<file path="src/rtl/instr_pkg.sv">
// Shared definitions for the instruction sequencer: instruction fields,
// opcodes, the bubble word and the issue FSM states.
package instr_pkg;

  localparam int unsigned IW = 17;
  localparam int unsigned RW = 5;

  localparam int unsigned OP_MSB  = 16;
  localparam int unsigned OP_LSB  = 15;
  localparam int unsigned WA_MSB  = 14;
  localparam int unsigned WA_LSB  = 10;
  localparam int unsigned RA1_MSB = 9;
  localparam int unsigned RA1_LSB = 5;
  localparam int unsigned RA2_MSB = 4;
  localparam int unsigned RA2_LSB = 0;

  typedef logic [1:0] opcode_t;

  localparam opcode_t OP_ADD = 2'b00;
  localparam opcode_t OP_SUB = 2'b01;
  localparam opcode_t OP_SLT = 2'b10;
  localparam opcode_t OP_SW  = 2'b11;

  // add r0 <- r0 + r0: harmless because r0 is hard-wired to zero
  localparam logic [IW-1:0] BUBBLE = '0;

  typedef enum logic [1:0] {
    ST_IDLE,
    ST_RUN,
    ST_STALL,
    ST_DONE
  } state_e;

  function automatic logic writes_reg(input opcode_t op);
    return op != OP_SW;
  endfunction

endpackage

</file>
<file path="src/rtl/hazard_tracker.sv">
// Remembers the destination registers of the last HAZ_DIST issue slots and
// flags a read-after-write hazard for the candidate instruction.
module hazard_tracker
  import instr_pkg::*;
#(
  parameter int unsigned HAZ_DIST = 2
) (
  input  logic          clk_i,
  input  logic          rst_ni,
  input  logic          clear_i,
  input  logic          shift_i,
  input  logic          push_i,
  input  opcode_t       op_i,
  input  logic [RW-1:0] wa_i,
  input  logic [RW-1:0] ra1_i,
  input  logic [RW-1:0] ra2_i,
  output logic          hazard_o
);

  logic [HAZ_DIST-1:0] vld_q;
  logic [RW-1:0]       wa_q [HAZ_DIST];
  logic                entry_vld_d;

  // Writes to r0 never block a reader, so they enter as invalid slots
  assign entry_vld_d = push_i && writes_reg(op_i) && (wa_i != '0);

  always_ff @(posedge clk_i or negedge rst_ni) begin
    if (!rst_ni) begin
      vld_q <= '0;
      for (int unsigned i = 0; i < HAZ_DIST; i++) wa_q[i] <= '0;
    end else if (clear_i) begin
      vld_q <= '0;
    end else if (shift_i) begin
      for (int unsigned i = HAZ_DIST - 1; i > 0; i--) begin
        vld_q[i] <= vld_q[i-1];
        wa_q[i]  <= wa_q[i-1];
      end
      vld_q[0] <= entry_vld_d;
      wa_q[0]  <= wa_i;
    end
  end

  always_comb begin
    hazard_o = 1'b0;
    for (int unsigned i = 0; i < HAZ_DIST; i++) begin
      if (vld_q[i] && ((wa_q[i] == ra1_i) || (wa_q[i] == ra2_i))) hazard_o = 1'b1;
    end
  end

endmodule

</file>
<file path="src/rtl/instr_sequencer.sv">
// Instruction issue unit: loadable program memory, PC stepping and
// hazard-driven bubble insertion feeding the datapath instruction bus.
module instr_sequencer
  import instr_pkg::*;
#(
  parameter int unsigned DEPTH    = 32,
  parameter int unsigned AW       = 5,
  parameter int unsigned HAZ_DIST = 2
) (
  input  logic          CLK,
  input  logic          RST_n,
  input  logic          Load_we,
  input  logic [AW-1:0] Load_addr,
  input  logic [IW-1:0] Load_data,
  input  logic          Start,
  input  logic [AW:0]   Len,
  output logic [IW-1:0] Instruccion,
  output logic          Valid,
  output logic [AW-1:0] PC,
  output logic          Busy,
  output logic          Done
);

  state_e        state_q, state_d;
  logic [AW-1:0] pc_q, pc_d;
  logic [AW-1:0] pc_out_q, pc_out_d;
  logic [AW:0]   rem_q, rem_d;
  logic [IW-1:0] instr_q, instr_d;
  logic          valid_q, valid_d;
  logic          busy_q, busy_d;
  logic          done_q, done_d;

  logic          mem_we;
  logic          hist_clear, hist_shift, hist_push;
  logic          hazard;
  logic [IW-1:0] cand;
  logic [IW-1:0] mem_q [DEPTH];

  always_ff @(posedge CLK) begin
    if (mem_we) mem_q[Load_addr] <= Load_data;
  end

  assign cand = mem_q[pc_q];

  hazard_tracker #(
    .HAZ_DIST(HAZ_DIST)
  ) u_hazard_tracker (
    .clk_i   (CLK),
    .rst_ni  (RST_n),
    .clear_i (hist_clear),
    .shift_i (hist_shift),
    .push_i  (hist_push),
    .op_i    (cand[OP_MSB:OP_LSB]),
    .wa_i    (cand[WA_MSB:WA_LSB]),
    .ra1_i   (cand[RA1_MSB:RA1_LSB]),
    .ra2_i   (cand[RA2_MSB:RA2_LSB]),
    .hazard_o(hazard)
  );

  always_comb begin
    state_d    = state_q;
    pc_d       = pc_q;
    pc_out_d   = pc_out_q;
    rem_d      = rem_q;
    instr_d    = BUBBLE;
    valid_d    = 1'b0;
    busy_d     = (state_q != ST_IDLE);
    done_d     = 1'b0;
    mem_we     = 1'b0;
    hist_clear = 1'b0;
    hist_shift = 1'b0;
    hist_push  = 1'b0;

    unique case (state_q)
      ST_IDLE: begin
        mem_we = Load_we;
        if (Start) begin
          rem_d      = Len;
          pc_d       = '0;
          pc_out_d   = '0;
          hist_clear = 1'b1;
          state_d    = (Len == '0) ? ST_DONE : ST_RUN;
        end
      end
      // RUN and STALL share one evaluation; the history shifts every slot
      // so a stalled reader waits out the producer's distance naturally.
      ST_RUN, ST_STALL: begin
        hist_shift = 1'b1;
        pc_out_d   = pc_q;
        if (hazard) begin
          state_d = ST_STALL;
        end else begin
          instr_d   = cand;
          valid_d   = 1'b1;
          hist_push = 1'b1;
          pc_d      = pc_q + AW'(1);
          rem_d     = rem_q - (AW+1)'(1);
          state_d   = (rem_q == (AW+1)'(1)) ? ST_DONE : ST_RUN;
        end
      end
      ST_DONE: begin
        done_d  = 1'b1;
        state_d = ST_IDLE;
      end
      default: state_d = ST_IDLE;
    endcase
  end

  always_ff @(posedge CLK or negedge RST_n) begin
    if (!RST_n) begin
      state_q  <= ST_IDLE;
      pc_q     <= '0;
      pc_out_q <= '0;
      rem_q    <= '0;
      instr_q  <= BUBBLE;
      valid_q  <= 1'b0;
      busy_q   <= 1'b0;
      done_q   <= 1'b0;
    end else begin
      state_q  <= state_d;
      pc_q     <= pc_d;
      pc_out_q <= pc_out_d;
      rem_q    <= rem_d;
      instr_q  <= instr_d;
      valid_q  <= valid_d;
      busy_q   <= busy_d;
      done_q   <= done_d;
    end
  end

  assign Instruccion = instr_q;
  assign Valid       = valid_q;
  assign PC          = pc_out_q;
  assign Busy        = busy_q;
  assign Done        = done_q;

endmodule

</file>
<file path="config.mk">
export PLATFORM = sky130hd
export DESIGN_NAME = instr_sequencer
export DESIGN_NICKNAME = d
export VERILOG_FILES = /design/src/rtl/instr_pkg.sv /design/src/rtl/hazard_tracker.sv /design/src/rtl/instr_sequencer.sv
export SDC_FILE = /design/constraint.sdc
export NUM_CORES = 1
export LEC_CHECK = 0
export CORE_MARGIN = 2
export CORE_UTILIZATION = 29
export CTS_BUF_LIST = sky130_fd_sc_hd__clkbuf_2 sky130_fd_sc_hd__clkbuf_4 sky130_fd_sc_hd__clkbuf_8
export CTS_CLUSTER_SIZE = 25
export DETAILED_ROUTE_END_ITERATION = 7
export PLACE_DENSITY = 0.53
export SYNTH_ARGS = -nofsm -noshare
export SYNTH_HDL_FRONTEND = slang
export SYNTH_SLANG_ARGS = --single-unit
</file>
<file path="constraint.sdc">
create_clock -name CLK -period 3.3 [get_ports CLK]
set_input_delay 0.33 -clock CLK [delete_from_list [all_inputs] [get_ports CLK]]
set_output_delay 0.33 -clock CLK [all_outputs]
set_load 0.03 [all_outputs]
</file>
==> results.md <==
* Seq/Total Area, Yosys at 75.2%
* Commonest non-fill, non-tap cell in the layout: edfxtp_1
* Buffers on Ports at 56
* Clk Latency, worst-skew pair at 0.69 ns
* Post-synthesis cell count at 1159
* GRT overflow at 0
* Final setup vio count at 13
* Number of global-route vias before repair at 12600
* Slew headroom at 25.4%
* Die H at 288 µm
* Sequential share of power at 35.8%
* Clk_skew at 0.0307 ns
* Largest net degree at the start of global routing at 43
* Cell Area, Synth at 23400 µm²
* Initial detailed-routing violation count at 1050
* WHS at 0.208 ns
* HPWL Detailed at 36.2 mm
* Tcrit/Tclk final at 103%
* I/O pin cnt at 57
* Sequential cell area at 17600 µm²
* Worst setup EP type: flip-flop
* Fraction of registers with async set/reset at 8.42%
* Starting Density at 29.2%
* CTS Buf Count at 94
* Final Max Tran Viols at 0
* CTS sink count at 594
* Critical path startpoint category: flip-flop
* Total track usage at 14.7%
* Clk buf depth at 3
* Area of the multi-input gates at 5770 µm²
* Reg clk slew, reported paths at 0.07 ns
* Commonest cells after routing, fill and taps aside: edfxtp_1, buf_4, mux4_2
* Internal at 16.9 mW
* Drt total wl at 62.5 mm
* Power per cell area at 863 nW/µm²
* First-pass GRT wire length at 87.7 mm
* EDFF count, synth at 544
* Antenna viol nets, final at 0
* DR vias/cell at 4.88
* F_max at 294 MHz
* RSZ-0062 raised after global routing: yes
* Mapped Nets at 1197
* Drt wl/cell at 24.3 µm
* Leak at 9.68 nW
* DRC at 0
* Final Hold Vio Count at 0
* Share of post-route cells with drive strength above 1 at 36.1%
* Placeable Area at 80200 µm²
* Yosys reg bits at 594
* Avg Inst Size Synth at 20.2 µm²
* Final Core Density at 36.2%
* CTS tree: yes
* Failing checks: negative setup slack
* Via count at 12600
* Period minus WS final at 3.40 ns
* Layout Nets at 1476
* Clock root buffer master: clkbuf_8
* R2R cell count at 17
* Total power at 25.1 mW
* CP max FO at 7
* Clk network pwr share at 24.0%
* Post-synth cell types at 58
* Primary FF master, synth: edfxtp_1
* Hold Path Class: in2async
* DR pass1 iterations at 5
* Final Wtd Congestion at 0.813
* YS warnings at 0
* Fill cell count at 7514
* Die Wd at 288 µm
* Post-place setup slack at -0.132 ns
* Full die area at 82900 µm²
* Worst Max-Slew Pin Slew at 1.12 ns
* Num rows at 104
* # Max-Cap Violations at 0
* Final worst slack at -0.103 ns
* Combinational power share at 40.2%
* Initial antenna violation count at 4
* CP arrival at 3.97 ns
* Kind of critical path: reg2reg
* Setup TNS at -0.769 ns
* Status: finished with violations
* H-tree levels at 3
* Critical Path RT at 3.87 ns
* Sw frac at 32.5%
* VDD IR max at 0.360 mV
* Area Overhead vs Synth at 24.2%
* Switch Pwr at 8.14 mW
registers in the layout, summed over array words and instances (netlist names):
signal and count:
mem_q 544, Instruccion 17, u_hazard_tracker.wa_q 10, rem_q 6
PC 5, pc_q 5, state_q 2, u_hazard_tracker.vld_q 2
Busy 1, Done 1, Valid 1
metrics by stage:
step	cells	instance area, µm²
2_1_floorplan	1159	23400
3_3_place_gp	2353	26200
3_5_place_dp	2353	26200
4_1_cts	2525	28100
5_1_grt	2572	29000
6_report	2572	29000
cell usage after synthesis (11+ instances only):
library cell | n | area, µm²
mux4_1 | 11 | 289
buf_4 | 13 | 97.6
dfrtp_1 | 50 | 1250
edfxtp_1 | 544 | 16300
nand3_1 | 13 | 65.1
nor2_1 | 68 | 255
a21oi_1 | 20 | 100
mux2i_1 | 71 | 711
clkbuf_1 | 17 | 63.8
buf_2 | 15 | 75.1
nand2_1 | 35 | 131
mux4_2 | 112 | 2520
a22oi_1 | 13 | 97.6
o22ai_1 | 17 | 106
critical path: stages (launching register included):
cell	delay, ns
dfrtp_4	0.47
buf_12	0.15
buf_8	0.14
buf_6	0.12
mux4_2	0.49
mux2i_1	0.18
nor2_1	0.07
o22ai_2	0.16
buf_6	0.15
xor2_1	0.17
nand4_1	0.17
o22ai_2	0.27
nor3_2	0.09
buf_6	0.15
buf_6	0.13
and3_4	0.16
mux2i_1	0.11
a21oi_1	0.08
power by group through the flow:
stage	Sequential [mW]	Clock (mW)	Combinational [mW]
floorplan	9.19	0	4.94
global placement	9.08	0	8.18
detailed placement	9.09	0	8.24
CTS	8.95	6.19	8.41
global route	9.00	6.50	10.7
finish	8.97	6.02	10.1
cell families after synthesis:
group | share of synthesized area (%)
buffers and inverters | 1.74
AO/OA/AOI/OAI | 3.14
XOR/XNOR | 0.674
AND/OR/NAND/NOR | 3.38
multiplexers | 15.5
adder cells (fa/ha/maj) | 0.321
flip-flops | 75.2
layer usage:
layer  vias up  global-route usage (%)  wire length [µm]
li1       5342                       -                 -
met1      6665                    19.4             26300
met2       440                    24.2             30600
met3       105                    2.93              3900
met4         4                    5.31              1640
met5         -                       0                21
layout make-up:
cell class / count / area share [%]
well taps: 1060 / 4.57
flip-flops and latches: 594 / 60.6
clock inverters: 40 / 0.720
inverters: 9 / 0.116
diodes: 1 / 0.00862
multi-input cells: 499 / 19.9
repair buffers: 240 / 8.60
clock buffers: 129 / 5.47
final timing paths:
kind                         start    endpoint  slack [ns]
setup / recovery           pc_q[0]    rem_q[4]       -0.10
hold / removal               RST_n  state_q[0]        0.21
setup reg to reg           pc_q[0]    rem_q[4]       -0.10
hold reg to reg              PC[1]       PC[1]        0.51
max in group asynchronous    RST_n       Valid        2.34
min in group CLK            Len[3]    rem_q[3]        0.29
what timing repair did:
| action | 4_1_cts | 5_1_grt |
|---|---|---|
| cloned | 1 | 9 |
| gates resized for setup | 10 | 94 |
| setup buffers | 1 | 38 |
| setup endpoints to repair | 27 | 32 |
| hold buffers | 1 | 0 |
| pin swaps | 0 | 25 |
| endpoints found under the hold margin | 27 | 0 |
Power figures use the tool's default switching activity.
